==> src/rtl/alu_share_arbiter.sv <==
// Purpose : shares one external combinational ALU between two requesters using round-robin arbitration.
// Latency : a request handshaken at edge T has its response valid after edge T+1, and at most one op issues every 2 cycles.
// Backpres: a requester whose response is still unconsumed is never granted; responses are held until rsp*_ready.
//
// Ports:
//   clk, rst_n                         clock, synchronous active-low reset
//   reqN_valid/ready/a/b/op            request channel of requester N (N = 0, 1)
//   rspN_valid/ready/data/cout         response channel of requester N
//   alu_a/alu_b/alu_op -> alu_res/cout shared ALU interface (ALU is combinational, outside this block)
//   busy                               high while the ALU is executing (EXEC)
//   grant_id                           requester owning the current/last operation
module alu_share_arbiter #(
    parameter int W   = 4,
    parameter int OPW = 3
) (
    input  logic           clk,
    input  logic           rst_n,
    input  logic           req0_valid,
    output logic           req0_ready,
    input  logic [W-1:0]   req0_a,
    input  logic [W-1:0]   req0_b,
    input  logic [OPW-1:0] req0_op,
    input  logic           req1_valid,
    output logic           req1_ready,
    input  logic [W-1:0]   req1_a,
    input  logic [W-1:0]   req1_b,
    input  logic [OPW-1:0] req1_op,
    output logic           rsp0_valid,
    input  logic           rsp0_ready,
    output logic [W-1:0]   rsp0_data,
    output logic           rsp0_cout,
    output logic           rsp1_valid,
    input  logic           rsp1_ready,
    output logic [W-1:0]   rsp1_data,
    output logic           rsp1_cout,
    output logic [W-1:0]   alu_a,
    output logic [W-1:0]   alu_b,
    output logic [OPW-1:0] alu_op,
    input  logic [W-1:0]   alu_res,
    input  logic           alu_cout,
    output logic           busy,
    output logic           grant_id
);

    typedef enum logic {
        S_IDLE = 1'b0,
        S_EXEC = 1'b1
    } state_t;

    state_t         r_state;
    logic           r_last;
    logic           r_grant_id;
    logic [W-1:0]   r_alu_a;
    logic [W-1:0]   r_alu_b;
    logic [OPW-1:0] r_alu_op;
    logic           r_rsp0_valid;
    logic [W-1:0]   r_rsp0_data;
    logic           r_rsp0_cout;
    logic           r_rsp1_valid;
    logic [W-1:0]   r_rsp1_data;
    logic           r_rsp1_cout;

    logic w_elig0;
    logic w_elig1;
    logic w_gnt_vld;
    logic w_gnt_sel;

    // Eligibility only looks at the registered response valid, so there is
    // no combinational path from rsp*_ready to req*_ready.
    assign w_elig0   = req0_valid & ~r_rsp0_valid;
    assign w_elig1   = req1_valid & ~r_rsp1_valid;
    assign w_gnt_vld = (r_state == S_IDLE) & (w_elig0 | w_elig1);
    // Requester 1 wins when it is the only one eligible, or on a tie when
    // requester 0 had the last operation.
    assign w_gnt_sel = w_elig1 & (~w_elig0 | ~r_last);

    assign req0_ready = w_gnt_vld & ~w_gnt_sel;
    assign req1_ready = w_gnt_vld &  w_gnt_sel;

    always_ff @(posedge clk) begin
        if (!rst_n) begin
            r_state      <= S_IDLE;
            r_last       <= 1'b1;
            r_grant_id   <= 1'b0;
            r_alu_a      <= '0;
            r_alu_b      <= '0;
            r_alu_op     <= '0;
            r_rsp0_valid <= 1'b0;
            r_rsp0_data  <= '0;
            r_rsp0_cout  <= 1'b0;
            r_rsp1_valid <= 1'b0;
            r_rsp1_data  <= '0;
            r_rsp1_cout  <= 1'b0;
        end else begin
            // Consumption first; a completing operation below may only set
            // the valid of a requester whose response was already empty.
            if (r_rsp0_valid && rsp0_ready) begin
                r_rsp0_valid <= 1'b0;
            end
            if (r_rsp1_valid && rsp1_ready) begin
                r_rsp1_valid <= 1'b0;
            end

            case (r_state)
                S_IDLE: begin
                    if (w_gnt_vld) begin
                        r_alu_a    <= w_gnt_sel ? req1_a  : req0_a;
                        r_alu_b    <= w_gnt_sel ? req1_b  : req0_b;
                        r_alu_op   <= w_gnt_sel ? req1_op : req0_op;
                        r_grant_id <= w_gnt_sel;
                        r_state    <= S_EXEC;
                    end
                end
                S_EXEC: begin
                    if (r_grant_id) begin
                        r_rsp1_valid <= 1'b1;
                        r_rsp1_data  <= alu_res;
                        r_rsp1_cout  <= alu_cout;
                    end else begin
                        r_rsp0_valid <= 1'b1;
                        r_rsp0_data  <= alu_res;
                        r_rsp0_cout  <= alu_cout;
                    end
                    r_last  <= r_grant_id;
                    r_state <= S_IDLE;
                end
                default: r_state <= S_IDLE;
            endcase
        end
    end

    // ALU operands stay at their last latched values outside EXEC.
    assign alu_a      = r_alu_a;
    assign alu_b      = r_alu_b;
    assign alu_op     = r_alu_op;
    assign busy       = (r_state == S_EXEC);
    assign grant_id   = r_grant_id;
    assign rsp0_valid = r_rsp0_valid;
    assign rsp0_data  = r_rsp0_data;
    assign rsp0_cout  = r_rsp0_cout;
    assign rsp1_valid = r_rsp1_valid;
    assign rsp1_data  = r_rsp1_data;
    assign rsp1_cout  = r_rsp1_cout;

endmodule

==> config.mk <==
export PLATFORM = sky130hd
export DESIGN_NAME = alu_share_arbiter
export DESIGN_NICKNAME = d
export VERILOG_FILES = /design/src/rtl/alu_share_arbiter.sv
export SDC_FILE = /design/constraint.sdc
export NUM_CORES = 1
export LEC_CHECK = 0
export BUFFER_PORTS_ARGS = -buffer_cell sky130_fd_sc_hd__buf_4
export CORE_UTILIZATION = 42
export DETAILED_ROUTE_END_ITERATION = 12
export HOLD_SLACK_MARGIN = 0.12
export PLACE_DENSITY = 0.86
export SKIP_CTS_REPAIR_TIMING = 1
export SYNTH_ARGS = -nofsm -noshare
export SYNTH_HDL_FRONTEND = slang
export SYNTH_SLANG_ARGS = --single-unit
==> constraint.sdc <==
create_clock -name clk -period 1.5 [get_ports clk]
set_clock_uncertainty 0.05 [all_clocks]
set_input_delay 0.075 -clock clk [delete_from_list [all_inputs] [get_ports clk]]
set_output_delay 0.075 -clock clk [all_outputs]
set_load 0.01 [all_outputs]
Word-level counts from Yosys, hierarchy flattened:

Index checks and enable logic that the tools add are counted.
Widths: inputs -> output; s select.

* register bits after elaboration: 26
* input bits: 33
* output and inout port bits: 27
* word-level logic and storage cells: 43

* multiplexer cells: 11
* bitwise operators: 15
* reduce and logical (&&, ||, !) cells: 5

Operators by type and width (number)
* $mux 4: 2
* $mux 1: 7
* $not 1->1: 7
* $and 1x1->1: 6
* $reduce_and 2->1: 3
* $mux 3: 1
* $logic_and 1x1->1: 2
* $or 1x1->1: 2
* $pmux 1 s2: 1

Logic depth before layout (Yosys ltp):

Gate-level depths: netlist of the first run.

* depth after elaboration: 7
* mapped depth: 5
* mapped depth without buffers: 4

Least setup slack after synthesis of the first run:

Ideal clock, no wire load.

* kind: register to register
* start: register r_rsp0_valid (netlist: rsp0_valid)
* end: register r_alu_a[1] (netlist: alu_a[1])
* library setup time: 0.059 ns
* arrival time: 1.295 ns
* data required time: 1.391 ns
* setup slack: 0.096 ns
* stages on the path, launching flop included: 6
* path buffers: 1
* clock period less this slack: 1.404 ns
* cells stage by stage: dfxtp_1 -> inv_1 -> a311oi_2 -> and2_1 -> buf_6 -> a221o_1

* word-level cells in the longest chain between the ends: 6
* elaborated cells on any way between the ends: 9
* those cells by class: 1 x mux; 7 x bitwise; 1 x reduce/logical

Ends and longest elaborated chain
* start: declaration: RTL line 56 `logic r_rsp0_valid;`
* start signal: assignment: RTL line 88 `r_rsp0_valid <= 1'b0;`
* start signal: assignment: RTL line 98 `r_rsp0_valid <= 1'b0;`
* start signal: assignment: RTL line 120 `r_rsp0_valid <= 1'b1;`
* $not 1->1 (*): RTL line 70 `assign w_elig0 = req0_valid & ~r_rsp0_valid;`
* $and 1x1->1 (*): RTL line 70
* $not 1->1: RTL line 75 `assign w_gnt_sel = w_elig1 & (~w_elig0 | ~r_last);`
* $or 1x1->1: RTL line 75
* $and 1x1->1: RTL line 75
* $mux 4: RTL line 107 `r_alu_a <= w_gnt_sel ? req1_a : req0_a;`
* end signal: assignment: RTL line 107
* end: declaration: RTL line 53 `logic [W-1:0] r_alu_a;`

Mark *: on every way between the ends. The rest lies on a longest branch, timed or not.
A chain may end at the register's enable or synchronous reset.

Final worst setup path of the first run:

* start: register r_rsp0_valid (netlist: rsp0_valid)
* end: register r_alu_b[3] (netlist: alu_b[3])

* word-level cells in the longest chain between the ends: 6
* elaborated cells on any way between the ends: 9
* those cells by class: 1 x mux; 7 x bitwise; 1 x reduce/logical

Ends and longest elaborated chain
* $not 1->1 (*): RTL line 70
* $and 1x1->1 (*): RTL line 70
* $not 1->1: RTL line 75
* $or 1x1->1: RTL line 75
* $and 1x1->1: RTL line 75
* $mux 4: RTL line 108 `r_alu_b <= w_gnt_sel ? req1_b : req0_b;`
* end signal: assignment: RTL line 108
* end: declaration: RTL line 54 `logic [W-1:0] r_alu_b;`

Marked as above.

==> qor.csv, run 1 <==
metric,value,unit
hold_violations,0,
routedWlPerCell,16.5,um
rows,17,
clock_sinks,26,
core,2250,um^2
fillers,131,
fin_tns_setup,0,ps
critPathBufInv,0,
cts-htree-levels,1,
hold_slack,222,ps
grt-ovfl-total,0,
ios,60,
die_h,51.5,um
syn_area,1030,um^2
avgSynthCellArea,10.1,um^2
outcome,"finished, final reports clean",
timing.final.ws_setup,4.57,ps
gp_congestion,0.680,
cap_violations,0,
grt_pass1_wl,4060,um
drtIter0Drc,28,
synth.yosys.seq_area_share,50.6,%
cp-startpoint,rsp0_valid,
worstHoldStart,req1_valid,
hp-class,in2reg,
drive_above_1_share,39.4,%
clock.fmax,669,MHz
critPathLaunchType,register,
via_count,1171,
cts_tree,yes,
peakVddDrop,0.840,mV
dp_hpwl,1970,um
synthCells,102,
required,1670,ps
slowest_delay,370,ps
firstDrtPassIters,4,
setup-violations-final,0,
nets,227,
track_usage,20.4,%
clk_pin_slew_worst_paths,140,ps
post-place-ws,27.7,ps
power_density,909,nW/um^2
clockRootBuffer,clkbuf_4,
ys_ff_latch,26,
slew_headroom,77.4,%
finalMaxSlewViolations,0,
numCtsBuffers,3,
portBuffers,59,
die_area,2650,um^2
fin_crit_sh,99.7,%
worstMarginPinSlew,339,ps
yosysWarnings,0,
critPathArrivalTime,1670,ps
clockBufferDepth,2,
slowest_stage,dfxtp_2,
area_growth,80.3,%
critical_path.max_fanout,13,
drc,0,
initial_core_util,45.6,%
die_x,51.5,um
grt_max_degree,16,
viasPerCell,5.30,
fin_crit,1500,ps
wl,3650,um
ant_nets,0,
synth_cell_type_count,21,
cellLeakagePower,0.000911,uW
clkLatencyLatePin,330,ps
antenna_found_initial,0,
crit_family,compound AO/OA/AOI/OAI gates,
diodes,0,
grt_pass1_vias,984,
worstSetupEndpointType,register,
worstPathCellList,"nand2b_4, a21o_2, and3_1, a221o_1",
crit_type,reg2reg,
syn_nets,135,
r2r-start,rsp0_valid,
## synth_stat cells (all sizes together)
cell type  number  area share (%)
clkbuf          2            0.73
nand3           6             2.9
and3           11             6.7
nand2           6             2.2
mux2i           5             4.9
buf             6             4.6
a21oi           8             3.9
a21o            1            0.73
inv             2            0.73
nor2            8             2.9
a311oi          1             1.5
or2b            1            0.73
nor4            1            0.61
dfxtp          26              51
and2            1            0.61
nor3            1            0.49
nand2b          5             4.5
a221o          11              11
## final timing paths
path | slack (ps) | cells past startpoint | end
setup / recovery | 5 | 4 | alu_b[3]
setup reg to reg | 5 | 4 | alu_b[3]
hold reg to reg | 420 | 2 | rsp1_data[3]
hold / removal | 220 | 4 | busy
## final cells by class
class	count	area [um^2]	share of cell area, %
Timing Repair Buffer	95	788	42.5
Sequential cell	26	523	28.2
Multi-Input combinational cell	66	448	24.2
Tap cell	28	35.0	1.89
Clock inverter	1	30.0	1.62
Clock buffer	3	22.5	1.21
Inverter	2	7.51	0.405
## flip-flops by register name, indices dropped and copies added (netlist names)
name / cells
rsp0_data: 4
grant_id: 1
busy: 1
rsp1_valid: 1
rsp1_cout: 1
rsp1_data: 4
rsp0_valid: 1
alu_a: 4
alu_b: 4
rsp0_cout: 1
alu_op: 3
r_last: 1
## cell families after synthesis
group	Yosys count	synth area share, %
and+or+nand+nor	40	21.7
AOI/OAI and AO/OA	21	16.8
muxes	5	4.87
DFF	26	50.6
buffers and inverters	10	6.08
## worst reg2reg max path, cell delays in order, from the launching register on
cell and delay, ps:
dfxtp_2 370, nand2b_4 150, a21o_2 290, and3_1 230, a221o_1 290
## cell usage in the layout, fill, tap and decap left out
cell | Yosys | routed
a221o_1 | 11 | 11
and2_2 | 0 | 1
nor3_1 | 1 | 1
nor2_1 | 8 | 8
a21o_2 | 0 | 1
dfxtp_2 | 0 | 2
clkbuf_4 | 0 | 3
nor4_1 | 1 | 1
and3_1 | 11 | 11
nand2b_1 | 3 | 3
bufinv_16 | 0 | 1
or2b_1 | 1 | 1
inv_1 | 2 | 2
dlygate4sd3_1 | 0 | 30
mux2i_1 | 5 | 5
a311oi_2 | 1 | 1
nand2_1 | 6 | 6
a21oi_1 | 8 | 8
nand2b_4 | 2 | 2
buf_4 | 0 | 65
dfxtp_1 | 26 | 24
nand3_1 | 6 | 6
## power breakdown
group / switching (uW) / internal, uW / leakage, uW
combinational: 169 / 245 / 0.000668
clock: 221 / 270 / 0.0000279
sequential: 36.5 / 744 / 0.000214
total: 426 / 1260 / 0.000911
## through the flow
| step | power (uW) | util (%) | cells | cell area (um^2) |
|---|---|---|---|---|
| after CTS | 1590 | 68.4 | 190 | 1540 |
| after global routing | 1750 | 82.2 | 221 | 1850 |
| after floorplan | 946 | - | 102 | 1030 |
| after global placement | 1110 | 66.0 | 186 | 1490 |
| final | 1690 | 82.2 | 221 | 1850 |
| after detailed placement | 1120 | 66.0 | 186 | 1490 |
## metal layers
metal	wire (um)	GRT usage, %	up-vias
met5	0	0	-
met4	106	8.11	0
met3	325	3.87	14
met2	1740	36.4	80
met1	1480	23.6	525
li1	-	-	552
(Power assumes the default switching activity.)
==> run 2, diff against run 1 <==
--- a/config.mk
+++ b/config.mk
@@ -6,10 +6,12 @@
 export NUM_CORES = 1
 export LEC_CHECK = 0
 export BUFFER_PORTS_ARGS = -buffer_cell sky130_fd_sc_hd__buf_4
+export CORE_MARGIN = 4
 export CORE_UTILIZATION = 42
 export DETAILED_ROUTE_END_ITERATION = 12
 export HOLD_SLACK_MARGIN = 0.12
 export PLACE_DENSITY = 0.86
+export SETUP_SLACK_MARGIN = 0.15
 export SKIP_CTS_REPAIR_TIMING = 1
 export SYNTH_ARGS = -nofsm -noshare
 export SYNTH_HDL_FRONTEND = slang
==> qor.csv, run 2 (same netlist as run 1, synthesis figures left out) <==
metric,value,unit,change
grt_max_degree,15,,-1
viasPerCell,5.40,,+2.0%
layout_common_cells,"67 x buf_4, 30 x dlygate4sd3_1, 23 x dfxtp_1, 11 x and3_1, 11 x a221o_1",,
setup-violations-final,0,,unchanged
hold_violations,0,,unchanged
hold_slack,149,ps,-73.0 ps
regArea,527,um^2,+0.72%
drc,0,,unchanged
grt_pass1_vias,988,,+0.41%
firstDrtPassIters,4,,unchanged
rsz0062_at_grt,true,,
post_dp_cell_area,1500,um^2,+0.59%
nets,229,,+0.88%
wl,3700,um,+1.4%
slew_headroom,78.9,%,+1.5 points
antenna_found_initial,0,,unchanged
critPathArrivalTime,1600,ps,-70 ps
portBuffers,59,,unchanged
routedWlPerCell,16.6,um,+0.52%
grt_pass1_wl,4660,um,+15%
cp-startpoint,rsp0_valid,,
critPathBufInv,0,,unchanged
drive_above_1_share,41.5,%,+2.2 points
drtIter0Drc,37,,+32%
worstMarginPinSlew,316,ps,-23.2 ps
grt-ovfl-total,0,,unchanged
dp_hpwl,2210,um,+12%
power_density,832,nW/um^2,-8.5%
die_x,57.5,um,+12%
worstHoldStart,rst_n,,
crit_type,reg2reg,,
core,2280,um^2,+0.94%
clk_pin_slew_worst_paths,140,ps,about the same
fillers,124,,-5.3%
critPathLaunchType,register,,
initial_core_util,45.2,%,-0.43 points
ios,60,,unchanged
area_growth,82.8,%,
fin_crit,1440,ps,-55.0 ps
gp_congestion,0.777,,+14%
fin_area,1880,um^2,+1.4%
clockRootBuffer,clkbuf_4,,
die_h,57.5,um,+12%
r2r_end,alu_op[0],,
rrSetupSlack,60,ps,+60 ps
clock_sinks,26,,unchanged
fin_tns_setup,0,ps,unchanged
rows,17,,unchanged
peakVddDrop,0.614,mV,-27%
worstPathCellList,"nand2b_4, a21o_4, and3_1, a221o_1",,
layout_commonest_cell,buf_4,,
r2r-start,rsp0_valid,,
slowest_stage,dfxtp_4,,
fin_crit_sh,96.0,%,-3.7 points
clockBufferDepth,2,,unchanged
hp-class,in2reg,,
clkLatencyLatePin,320,ps,about the same
cellLeakagePower,0.000918,uW,+0.79%
worstSetupEndpointType,register,,
holdPathEnd,alu_a[3],,
track_usage,17.9,%,-2.5 points
cts-htree-levels,1,,unchanged
cts_tree,yes,,
die_area,3300,um^2,+25%
diodes,0,,unchanged
critical_path.max_fanout,13,,unchanged
r2r_cells,4,,unchanged
outcome,"finished, final reports clean",,
clock.fmax,694,MHz,+3.8%
finalMaxSlewViolations,0,,unchanged
cap_violations,0,,unchanged
via_count,1205,,+2.9%
crit_family,compound AO/OA/AOI/OAI gates,,
min_path_cells,3,,-1
ant_nets,0,,unchanged
required,1660,ps,about the same
multi_input_area,472,um^2,+5.3%
slowest_delay,370,ps,about the same
numCtsBuffers,3,,unchanged
==> run 2: power breakdown <==
| part | internal [uW] | switching (uW) |
|---|---|---|
| Combinational | 255 | 174 |
| Clock | 149 | 205 |
| Sequential | 744 | 37.9 |
| Total | 1150 | 417 |
==> run 2: cell type report <==
class | instances | area share [%]
tap | 28 | 1.86
timing repair buffer | 97 | 42.7
inverter | 2 | 0.399
clock buffer | 4 | 1.93
multi-input combinational | 66 | 25.1
sequential | 26 | 28.0
==> run 2: tightest hold or removal path, delay by kind of cell <==
family                 cells  cell delay, ps
AO/OA/AOI/OAI              1             100
buffers and inverters      1             160
AND/OR/NAND/NOR            1             170
==> run 2: metrics by stage <==
step / setup slack (ps) / cells / total power [uW] / utilization, %
after floorplan: 136 / 102 / 953 / -
after global placement: 122 / 185 / 1120 / 65.8
after detailed placement: 60.6 / 185 / 1130 / 65.8
after CTS: 34.9 / 189 / 1480 / 67.4
after global routing: -11.1 / 223 / 1630 / 82.6
final: 59.6 / 223 / 1560 / 82.6
==> run 2: how the worst max path moves through the flow <==
stage	depth (start not counted)	slack, ps	endpoint
global route	5	-10	alu_op[0]
floorplan	5	140	alu_a[3]
detailed placement	4	60	alu_op[0]
CTS	3	30	req1_ready
global placement	4	120	alu_op[1]
finish	4	60	alu_op[0]
==> run 2: per-layer routing <==
metal	global-route usage (%)	up-vias	wire, um
li1	-	554	-
met1	21.9	555	1390
met2	28.7	81	1760
met3	6.11	15	407
met4	6.95	0	145
met5	0	-	0
